[config.mk]
export PLATFORM = sky130hd
export DESIGN_NAME = env_scan_reader
export DESIGN_NICKNAME = d
export VERILOG_FILES = /design/src/rtl/env_scan_reader_pkg.sv /design/src/rtl/env_scan_reader_cell_skid_buf.sv /design/src/rtl/env_scan_reader.sv
export SDC_FILE = /design/constraint.sdc
export NUM_CORES = 1
export LEC_CHECK = 0
export ABC_AREA = 1
export ABC_CLOCK_PERIOD_IN_PS = 3000
export CELL_PAD_IN_SITES_DETAIL_PLACEMENT = 0
export CELL_PAD_IN_SITES_GLOBAL_PLACEMENT = 2
export CORE_MARGIN = 2
export CORE_UTILIZATION = 26
export DETAILED_ROUTE_END_ITERATION = 7
export HOLD_SLACK_MARGIN = 0.15
export PLACE_DENSITY = 0.82
export SLEW_MARGIN = 40
export SYNTH_ARGS = -nofsm -noshare
export SYNTH_HDL_FRONTEND = slang
export SYNTH_SLANG_ARGS = --single-unit
[constraint.sdc]
create_clock -name Clk -period 3 [get_ports Clk]
set_input_delay 0.6 -clock Clk [delete_from_list [all_inputs] [get_ports Clk]]
set_output_delay 0.6 -clock Clk [all_outputs]
set_load 0.05 [all_outputs]
[src/rtl/env_scan_reader_pkg.sv]
// Shared types and constants for the environment-grid scan reader.
// Holds coordinate/signal widths, grid extents, the scan FSM state type,
// the streamed cell tuple and the saturating accumulator helpers.
package env_scan_reader_pkg;

  localparam int X_BITS      = 8;
  localparam int Y_BITS      = 7;
  localparam int SIGNAL_BITS = 4;
  localparam int CELL_BITS   = X_BITS + Y_BITS + 1 + SIGNAL_BITS;

  // Last column / row scanned (640/4 - 1, 480/4 - 1)
  localparam logic [X_BITS-1:0] X_MAX = 8'd159;
  localparam logic [Y_BITS-1:0] Y_MAX = 7'd119;

  typedef enum logic [1:0] {
    IDLE  = 2'd0,
    SCAN  = 2'd1,
    DRAIN = 2'd2,
    DONE  = 2'd3
  } scan_state_t;

  typedef struct packed {
    logic [X_BITS-1:0]      x;
    logic [Y_BITS-1:0]      y;
    logic                   sugar;
    logic [SIGNAL_BITS-1:0] signal;
  } cell_t;

  // Add a single bit to a 16-bit counter, sticking at all-ones
  function automatic logic [15:0] sat_inc16(input logic [15:0] acc, input logic inc);
    logic [16:0] sum;
    sum = {1'b0, acc} + {16'd0, inc};
    if (sum[16]) begin
      return 16'hFFFF;
    end else begin
      return sum[15:0];
    end
  endfunction

  // Add a signal value to a 24-bit sum, sticking at all-ones
  function automatic logic [23:0] sat_add24(input logic [23:0] acc, input logic [SIGNAL_BITS-1:0] val);
    logic [24:0] sum;
    sum = {1'b0, acc} + {21'd0, val};
    if (sum[24]) begin
      return 24'hFFFFFF;
    end else begin
      return sum[23:0];
    end
  endfunction

endpackage

[src/rtl/env_scan_reader_cell_skid_buf.sv]
// Two-entry valid/ready buffer of cell tuples. The head entry drives the
// consumer directly from a register. The producer only pushes when it has
// reserved room, so no overflow check is needed here.
module cell_skid_buf
  import env_scan_reader_pkg::*;
(
  input  logic                 clk,
  input  logic                 rst_n,
  input  logic                 push,
  input  logic [CELL_BITS-1:0] push_cell,
  input  logic                 pop,
  output logic [CELL_BITS-1:0] head,
  output logic [1:0]           occ
);

  logic [CELL_BITS-1:0] tail;

  // Storage update: head is always the oldest entry, tail the younger one
  always_ff @(posedge clk or negedge rst_n) begin
    if (!rst_n) begin
      head <= {CELL_BITS{1'b0}};
      tail <= {CELL_BITS{1'b0}};
      occ  <= 2'd0;
    end else begin
      case ({push, pop})
        2'b10: begin
          if (occ == 2'd0) begin
            head <= push_cell;
          end else begin
            tail <= push_cell;
          end
          occ <= occ + 2'd1;
        end
        2'b01: begin
          head <= tail;
          occ  <= occ - 2'd1;
        end
        2'b11: begin
          if (occ == 2'd2) begin
            head <= tail;
            tail <= push_cell;
          end else begin
            head <= push_cell;
          end
        end
        default: begin
          occ <= occ;
        end
      endcase
    end
  end

endmodule

[src/rtl/env_scan_reader.sv]
// Read-side master for the environment grid: walks every cell in row-major
// order through the lookup port and streams (x, y, sugar, signal) tuples
// over valid/ready. Lookup data returns one cycle after the address.
// Optional build macro: ENV_SCAN_STATS_EN adds per-scan sugar count and
// signal sum accumulators; without it both outputs are tied to zero.
module env_scan_reader
  import env_scan_reader_pkg::*;
(
  input  logic                   Clk,
  input  logic                   Reset_n,
  input  logic                   start,
  output logic                   busy,
  output logic                   done,
  output logic [X_BITS-1:0]      lookup_X,
  output logic [Y_BITS-1:0]      lookup_Y,
  input  logic                   lookup_sugar,
  input  logic [SIGNAL_BITS-1:0] lookup_signal,
  output logic                   cell_valid,
  input  logic                   cell_ready,
  output logic [X_BITS-1:0]      cell_x,
  output logic [Y_BITS-1:0]      cell_y,
  output logic                   cell_sugar,
  output logic [SIGNAL_BITS-1:0] cell_signal,
  output logic                   cell_last,
  output logic [15:0]            sugar_count,
  output logic [23:0]            signal_sum
);

  scan_state_t         state;
  logic [X_BITS-1:0]   next_x, last_x;
  logic [Y_BITS-1:0]   next_y, last_y;
  logic                rd_pend;
  logic                issue, xfer, at_end, start_scan;
  logic [1:0]          occ;
  cell_t               head, capt;

  assign start_scan = (state == IDLE) && start;
  assign xfer       = cell_valid && cell_ready;
  assign at_end     = (next_x == X_MAX) && (next_y == Y_MAX);
  // Read issued last cycle has its data on the lookup bus now
  assign capt       = {last_x, last_y, lookup_sugar, lookup_signal};

  // Issue a read only while room remains for it once it lands; a tuple leaving this cycle frees a slot
  always_comb begin
    issue = 1'b0;
    if (state == SCAN) begin
      if (({1'b0, occ} + {2'b00, rd_pend} - {2'b00, xfer}) < 3'd2) begin
        issue = 1'b1;
      end else begin
        issue = 1'b0;
      end
    end else begin
      issue = 1'b0;
    end
  end

  // Lookup shows the address being issued, otherwise holds the last issued one
  always_comb begin
    lookup_X = last_x;
    lookup_Y = last_y;
    if (issue) begin
      lookup_X = next_x;
      lookup_Y = next_y;
    end else begin
      lookup_X = last_x;
      lookup_Y = last_y;
    end
  end

  // Row-major address counters and the one-deep read-in-flight marker
  always_ff @(posedge Clk or negedge Reset_n) begin
    if (!Reset_n) begin
      next_x  <= {X_BITS{1'b0}};
      next_y  <= {Y_BITS{1'b0}};
      last_x  <= {X_BITS{1'b0}};
      last_y  <= {Y_BITS{1'b0}};
      rd_pend <= 1'b0;
    end else begin
      rd_pend <= issue;
      if (start_scan) begin
        next_x <= {X_BITS{1'b0}};
        next_y <= {Y_BITS{1'b0}};
      end else if (issue) begin
        last_x <= next_x;
        last_y <= next_y;
        if (next_x == X_MAX) begin
          next_x <= {X_BITS{1'b0}};
          next_y <= (next_y == Y_MAX) ? {Y_BITS{1'b0}} : next_y + 7'd1;
        end else begin
          next_x <= next_x + 8'd1;
        end
      end else begin
        next_x <= next_x;
      end
    end
  end

  // Scan sequencing with registered busy/done; start only honoured in IDLE
  always_ff @(posedge Clk or negedge Reset_n) begin
    if (!Reset_n) begin
      state <= IDLE;
      busy  <= 1'b0;
      done  <= 1'b0;
    end else begin
      case (state)
        IDLE: begin
          done <= 1'b0;
          if (start) begin
            state <= SCAN;
            busy  <= 1'b1;
          end else begin
            busy  <= 1'b0;
          end
        end
        SCAN: begin
          busy <= 1'b1;
          done <= 1'b0;
          if (issue && at_end) begin
            state <= DRAIN;
          end else begin
            state <= SCAN;
          end
        end
        DRAIN: begin
          if ((occ == 2'd0) && !rd_pend) begin
            state <= DONE;
            busy  <= 1'b0;
            done  <= 1'b1;
          end else begin
            busy  <= 1'b1;
            done  <= 1'b0;
          end
        end
        DONE: begin
          state <= IDLE;
          busy  <= 1'b0;
          done  <= 1'b0;
        end
        default: begin
          state <= IDLE;
          busy  <= 1'b0;
          done  <= 1'b0;
        end
      endcase
    end
  end

  cell_skid_buf u_buf (
    .clk       (Clk),
    .rst_n     (Reset_n),
    .push      (rd_pend),
    .push_cell (capt),
    .pop       (xfer),
    .head      (head),
    .occ       (occ)
  );

  assign cell_valid  = (occ != 2'd0);
  assign cell_x      = head.x;
  assign cell_y      = head.y;
  assign cell_sugar  = head.sugar;
  assign cell_signal = head.signal;
  assign cell_last   = cell_valid && (head.x == X_MAX) && (head.y == Y_MAX);

`ifdef ENV_SCAN_STATS_EN
  // Per-scan statistics: cleared on start, accumulate every accepted tuple, hold after done
  always_ff @(posedge Clk or negedge Reset_n) begin
    if (!Reset_n) begin
      sugar_count <= 16'd0;
      signal_sum  <= 24'd0;
    end else if (start_scan) begin
      sugar_count <= 16'd0;
      signal_sum  <= 24'd0;
    end else if (xfer) begin
      sugar_count <= sat_inc16(sugar_count, head.sugar);
      signal_sum  <= sat_add24(signal_sum, head.signal);
    end else begin
      sugar_count <= sugar_count;
      signal_sum  <= signal_sum;
    end
  end
`else
  assign sugar_count = 16'd0;
  assign signal_sum  = 24'd0;
`endif

endmodule

Word-level counts from Yosys, hierarchy flattened

Index checks and enable logic that the tools add are counted.
W data, S select, Z words.

Add/sub/neg operators: 6
Magnitude comparators: 1
Eq/ne operators: 16
Muxes and demuxes: 27
Reductions and logical operators: 21

Operators by type and width:

| cell                  | count |
|---|---|
| $mux W20              | 4 |
| $pmux W20 S3          | 1 |
| $pmux W20 S2          | 1 |
| $mux W7               | 5 |
| $mux W8               | 4 |
| $eq A8 B8 Y1 const B  | 2 |
| $eq A7 B7 Y1 const B  | 2 |
| $eq A2 B2 Y1 const B  | 5 |
| $reduce_bool A2 Y1    | 5 |
| $add A8 B1 Y8 const B | 1 |
| $ne A2 B2 Y1 const B  | 4 |
| $pmux W2 S4           | 1 |
| $add A7 B1 Y7 const B | 1 |
| $logic_and A1 B1 Y1   | 7 |
| $mux W2               | 3 |
| $reduce_and A2 Y1     | 3 |
| $mux W1               | 5 |
| $eq A2 B1 Y1 const B  | 2 |
| $logic_not A2 Y1      | 2 |
| $pmux W1 S4           | 1 |
| $pmux W2 S2           | 1 |
| $add A2 B1 Y3         | 1 |
| $lt A3 B2 Y1 const B  | 1 |
| $reduce_and A3 Y1     | 1 |
| other kinds (8)       | 8 |

Flip-flop bits (word level): 77
Input port bits: 9
Output and inout port bits: 79

Logic depth before layout (Yosys ltp)

Gate-level depths: netlist (run 1).

Depth after elaboration: 9
Depth in mapped cells: 15
Gate-level depth less buffers: 14

By module

From an unflattened synthesis (run 1), not the netlist that was laid out.

Cell total of the unflattened synthesis: 552
Area total of the unflattened synthesis: 4272.8 um^2

By module, submodules not included:

| module          | instances | cells each | area an instance (um^2) | seq. area each (um^2) |
|---|---|---|---|---|
| env_scan_reader | 1         | 288        | 2250.9                  | 875.8 |
| cell_skid_buf   | 1         | 264        | 2021.9                  | 1051.0 |

Worst setup path after synthesis (run 1)

No wires, ideal clock.

Path type: flip-flop to output port
Start point: register u_buf.occ[0]
End point: output port lookup_X[4]
Arrival time: 3.141 ns
Required time: 2.400 ns
Slack: -0.741 ns
Stages on the path, launching flop included: 14
Path buffers: 3
Cell sequence: dfrtp_1 -> inv_1 -> nand2_1 -> buf_4 -> nor2_1 -> o21ai_0 -> fa_1 -> inv_1 -> nand2_1 -> nand2_1 -> nor2_4 -> buf_4 -> buf_2 -> o21ai_0

Cells in the longest elaborated chain, start to end: 7
Elaborated cells on any way between the ends: 8
Classes of those cells: 2 x add/sub; 1 x order compare; 3 x mux; 2 x reduce/logical

RTL lines:

| element                                               | RTL line                            | text |
|---|---|---|
| start, declared                                       | env_scan_reader_cell_skid_buf.sv:13 | `output logic [1:0] occ` |
| start signal, assigned                                | env_scan_reader_cell_skid_buf.sv:32 | `occ <= occ + 2'd1;` |
| start signal, assigned                                | env_scan_reader_cell_skid_buf.sv:36 | `occ <= occ - 2'd1;` |
| branches (longest 2 deep; another with $add A2 B1 Y3) | n/a                                 |  |
| $sub A3 B1 Y3 (*)                                     | env_scan_reader.sv:47               | `if (({1'b0, occ} + {2'b00, rd_pend} - {2'b00, xfer}) < 3'd2) begin` |
| $lt A3 B2 Y1 (*)                                      | env_scan_reader.sv:47               |  |
| $mux W1 (*)                                           | env_scan_reader.sv:47               |  |
| $mux W1 (*)                                           | env_scan_reader.sv:46               | `if (state == SCAN) begin` |
| via issue                                             | env_scan_reader.sv:33               | `logic issue, xfer, at_end, start_scan;` |
| $mux W8 (*)                                           | n/a                                 |  |
| end, declared                                         | env_scan_reader.sv:14               | `output logic [X_BITS-1:0] lookup_X,` |

Mark *: on every way through the listed nets, which the timed path passes.

Worst setup path after layout (run 1)

Start point: register u_buf.occ[0]
End point: output port lookup_Y[2]

Cells in the longest elaborated chain, start to end: 7
Elaborated cells on any way between the ends: 8
Classes of those cells: 2 x add/sub; 1 x order compare; 3 x mux; 2 x reduce/logical

RTL lines:

| element                                               | RTL line              | text |
|---|---|---|
| branches (longest 2 deep; another with $add A2 B1 Y3) | n/a                   |  |
| $sub A3 B1 Y3 (*)                                     | env_scan_reader.sv:47 |  |
| $lt A3 B2 Y1 (*)                                      | env_scan_reader.sv:47 |  |
| $mux W1 (*)                                           | env_scan_reader.sv:47 |  |
| $mux W1 (*)                                           | env_scan_reader.sv:46 |  |
| $mux W7 (*)                                           | n/a                   |  |
| end, declared                                         | env_scan_reader.sv:15 | `output logic [Y_BITS-1:0] lookup_Y,` |

Mark *: on every way between the ends.

==> results of run 1 <==
## synthesized netlist by cell type, types with 4 or more instances
cell        n
a21oi_1     7
buf_4      44
o21ai_1    17
nor2_1     25
nand2_1   239
clkbuf_1    9
buf_2       7
nand3_1    78
inv_2       4
inv_1      39
buf_6       4
ha_1        4
dfrtp_1    77
o21ai_0    38
## final timing paths
kind | end | cells after the start | slack (ps)
max in group asynchronous | u_buf.occ[1] | 1 | 2210
worst min-delay path | u_buf.head[19] | 1 | 290
worst min register to register | u_buf.head[2] | 2 | 480
worst max-delay path | lookup_Y[2] | 12 | -80
min in group Clk | u_buf.head[2] | 2 | 480
worst max register to register | next_y[0] | 15 | 400
## power groups by stage
stage | sequential, mW | combinational [mW] | clock [mW]
5_1_grt | 1.57 | 4.36 | 1.26
4_1_cts | 1.52 | 3.92 | 1.22
3_5_place_dp | 1.53 | 3.36 | 0
6_report | 1.53 | 4.06 | 1.19
3_3_place_gp | 1.53 | 3.33 | 0
2_1_floorplan | 1.73 | 2.02 | 0
## worst max-delay path: stages, from the launching register on
cell and delay [ps]:
dfrtp_1 370, inv_2 60, buf_4 150, nor2_4 80, o21ai_2 60, fa_2 560, nand3_2 90, nor2_4 150
buf_12 130, buf_8 130, buf_12 140, o21ai_4 60, buf_12 150
## layer usage
layer  vias up  share of wire  track usage
li1       2012              -            -
met1      1827           0.47        0.174
met2       109           0.46        0.219
met3        15          0.046       0.0262
met4         0          0.018       0.0544
met5         -              0            0
## registers in the layout (all words and copies together), names as in the netlist, named ones only
| signal | cells |
|---|---|
| u_buf.head | 20 |
| u_buf.tail | 20 |
| last_x | 8 |
| next_x | 8 |
| last_y | 7 |
| next_y | 7 |
| u_buf.occ | 2 |
| busy | 1 |
| done | 1 |
| rd_pend | 1 |
| state | 1 |
## through the flow
step | power [mW] | cells | hold slack (ps) | util
floorplan | 3.75 | 656 | 304 | -
global placement | 4.86 | 879 | 465 | 0.321
detailed placement | 4.89 | 879 | 471 | 0.321
CTS | 6.66 | 904 | 318 | 0.354
global route | 7.19 | 907 | 350 | 0.358
finish | 6.77 | 907 | 288 | 0.358
## cell usage in the layout (no fill, tap or decap), types with 4 or more instances in the layout
| master | instances |
|---|---|
| nand2_2 | 15 |
| clkdlybuf4s50_1 | 29 |
| nor2_1 | 22 |
| clkbuf_16 | 9 |
| o21ai_0 | 23 |
| o21ai_4 | 11 |
| dfrtp_1 | 76 |
| conb_1 | 40 |
| ha_1 | 4 |
| buf_12 | 19 |
| nand3_1 | 77 |
| nor2_4 | 6 |
| o21ai_2 | 4 |
| inv_2 | 6 |
| inv_1 | 36 |
| a21oi_1 | 6 |
| nand2_1 | 226 |
| buf_4 | 24 |
| o21ai_1 | 17 |
## repair_timing
item / 4_1_cts / 5_1_grt
pin swaps: 5 / 3
cloned: 3 / 0
setup endpoints to repair: 15 / 15
gates resized for setup: 33 / 11
setup buffers: 6 / 3
## area by class of cell
type	count	area, um^2	share of cell area
multi-input cells	470	2290	0.384
flip-flops and latches	77	1930	0.323
repair buffers	81	990	0.166
well taps	220	275	0.0461
clock buffers	12	256	0.0429
inverters	43	164	0.0274
clock inverters	4	70.1	0.0117
## logic make-up after synthesis
kind of cell | synth area share
XOR/XNOR | 0.00783
adder cells (fa/ha/maj) | 0.0157
other | 0.000838
buffers and inverters | 0.137
flip-flops | 0.431
AND/OR/NAND/NOR | 0.335
AO/OA/AOI/OAI | 0.0727
==> metrics.md, run 1 <==
| Metric | Value |
|---|---|
| Status | finished, violations left |
| Failing checks | setup timing |
| Ant. Diodes | 0 |
| CTS root buf | clkbuf_16 |
| Peak VDD IR | 1.13 mV |
| Type of element launching the critical path | flip-flop |
| Fin nets | 696 |
| Synth Cell Area | 4480 um^2 |
| Core box area | 16700 um^2 |
| Power density cells | 1130 nW/um^2 |
| Worst-Margin Slew | 704 ps |
| Global-route wire length before repair | 19.2 mm |
| Seq/Total Area, Yosys | 0.431 |
| DIE AREA | 18300 um^2 |
| Slew headroom | 0.531 |
| Switch Pwr | 3.01 mW |
| Initial antenna violation count | 0 |
| Net Sw Frac | 0.444 |
| Router iterations before antenna repair | 5 |
| Final hold vios | 0 |
| Gr usage total | 0.134 |
| Post-synth EDFFs | 0 |
| Final worst path period need | 3080 ps |
| Clock share of power | 0.175 |
| Yosys top cell area share | 0.431 |
| Vias per cell | 4.37 |
| Critical setup path kind | flip-flop to primary output |
| Synth Register Bits | 77 |
| Distinct cell type count after synthesis | 28 |
| Die height | 135 um |
| Setup tns final | -853 ps |
| Port Buf Inserts | 47 |
| Setup violators final | 15 |
| Starting Density | 0.268 |
| Clock slew at reported path FFs | 60 ps |
| Routed wire length | 11.6 mm |
| Crit path launch | u_buf.occ[0] |
| Post-cts hold buffer count | 0 |
| Class of the worst hold path | primary input to async pin |
| Dpl hpwl | 8.16 mm |
| Number of global-route vias before repair | 3836 |
| CP Data Required Time | 2400 ps |
| Period utilization | 1.03 |
| Largest area contributor in the netlist | dfrtp_1 |
| Syn Area/Cell | 7.25 um^2 |
| H-tree depth | 3 |
| CTS max path bufs | 2 |
| Internal power | 3.77 mW |
| Fmax | 0.324 GHz |
| Top_reg_cell synth | dfrtp_1 |
| Total number of vias | 3963 |
| Largest net degree at the start of global routing | 78 |
| Clk Latency, worst-skew pair | 340 ps |
| Worst Skew | 6.08 ps |
| Grt ovf | 0 |
| Layout area overhead | 33.5% |
| Crit path DAT | 2480 ps |
| Post-synthesis cell count | 617 |
| Pre-CTS setup slack | -528 ps |
| Static Leakage | 2.89 nW |
| Detailed Route Iter0 Violations | 270 |
| Drt drc | 0 |
| Core Rows | 47 |
| Unrepaired setup endpoints after global routing | true |
| Synth area leaders | dfrtp_1, nand2_1, nand3_1 |
| WL/cell | 12.8 um |
| Boundary pin count | 88 |
| Setup ws final | -84.1 ps |
| Syn. warnings | 0 |
| Clk sink count | 77 |
| Synth async-reset ratio | 1.00 |
| Finished Cell Area | 5980 um^2 |
| Reg-to-reg startpoint | u_buf.occ[0] |
| Worst setup EP type | primary output |
| # Max-Cap Violations | 0 |
| Die Wd | 135 um |
| Maximum fanout along the worst path | 7 |
| Share of cells above drive strength 1 | 0.169 |
| Final-layout fill cell count | 1748 |
| Placer Congestion | 0.818 |
| DP Area | 5370 um^2 |
| Max Transition Viols Final | 0 |
| CTS Buf Count | 9 |
| CTS tree | done |
| Seq pwr share | 0.226 |
| Post-route ant nets | 0 |
| Comb power frac | 0.599 |
Note: power is estimated with default switching activity, not from simulation.
==> run 2: changes to the inputs <==
- CTS_CLUSTER_SIZE: unset -> 10
==> results of run 2 <==
Same layout as run 1: the final DEF is identical, and so are final timing and power.
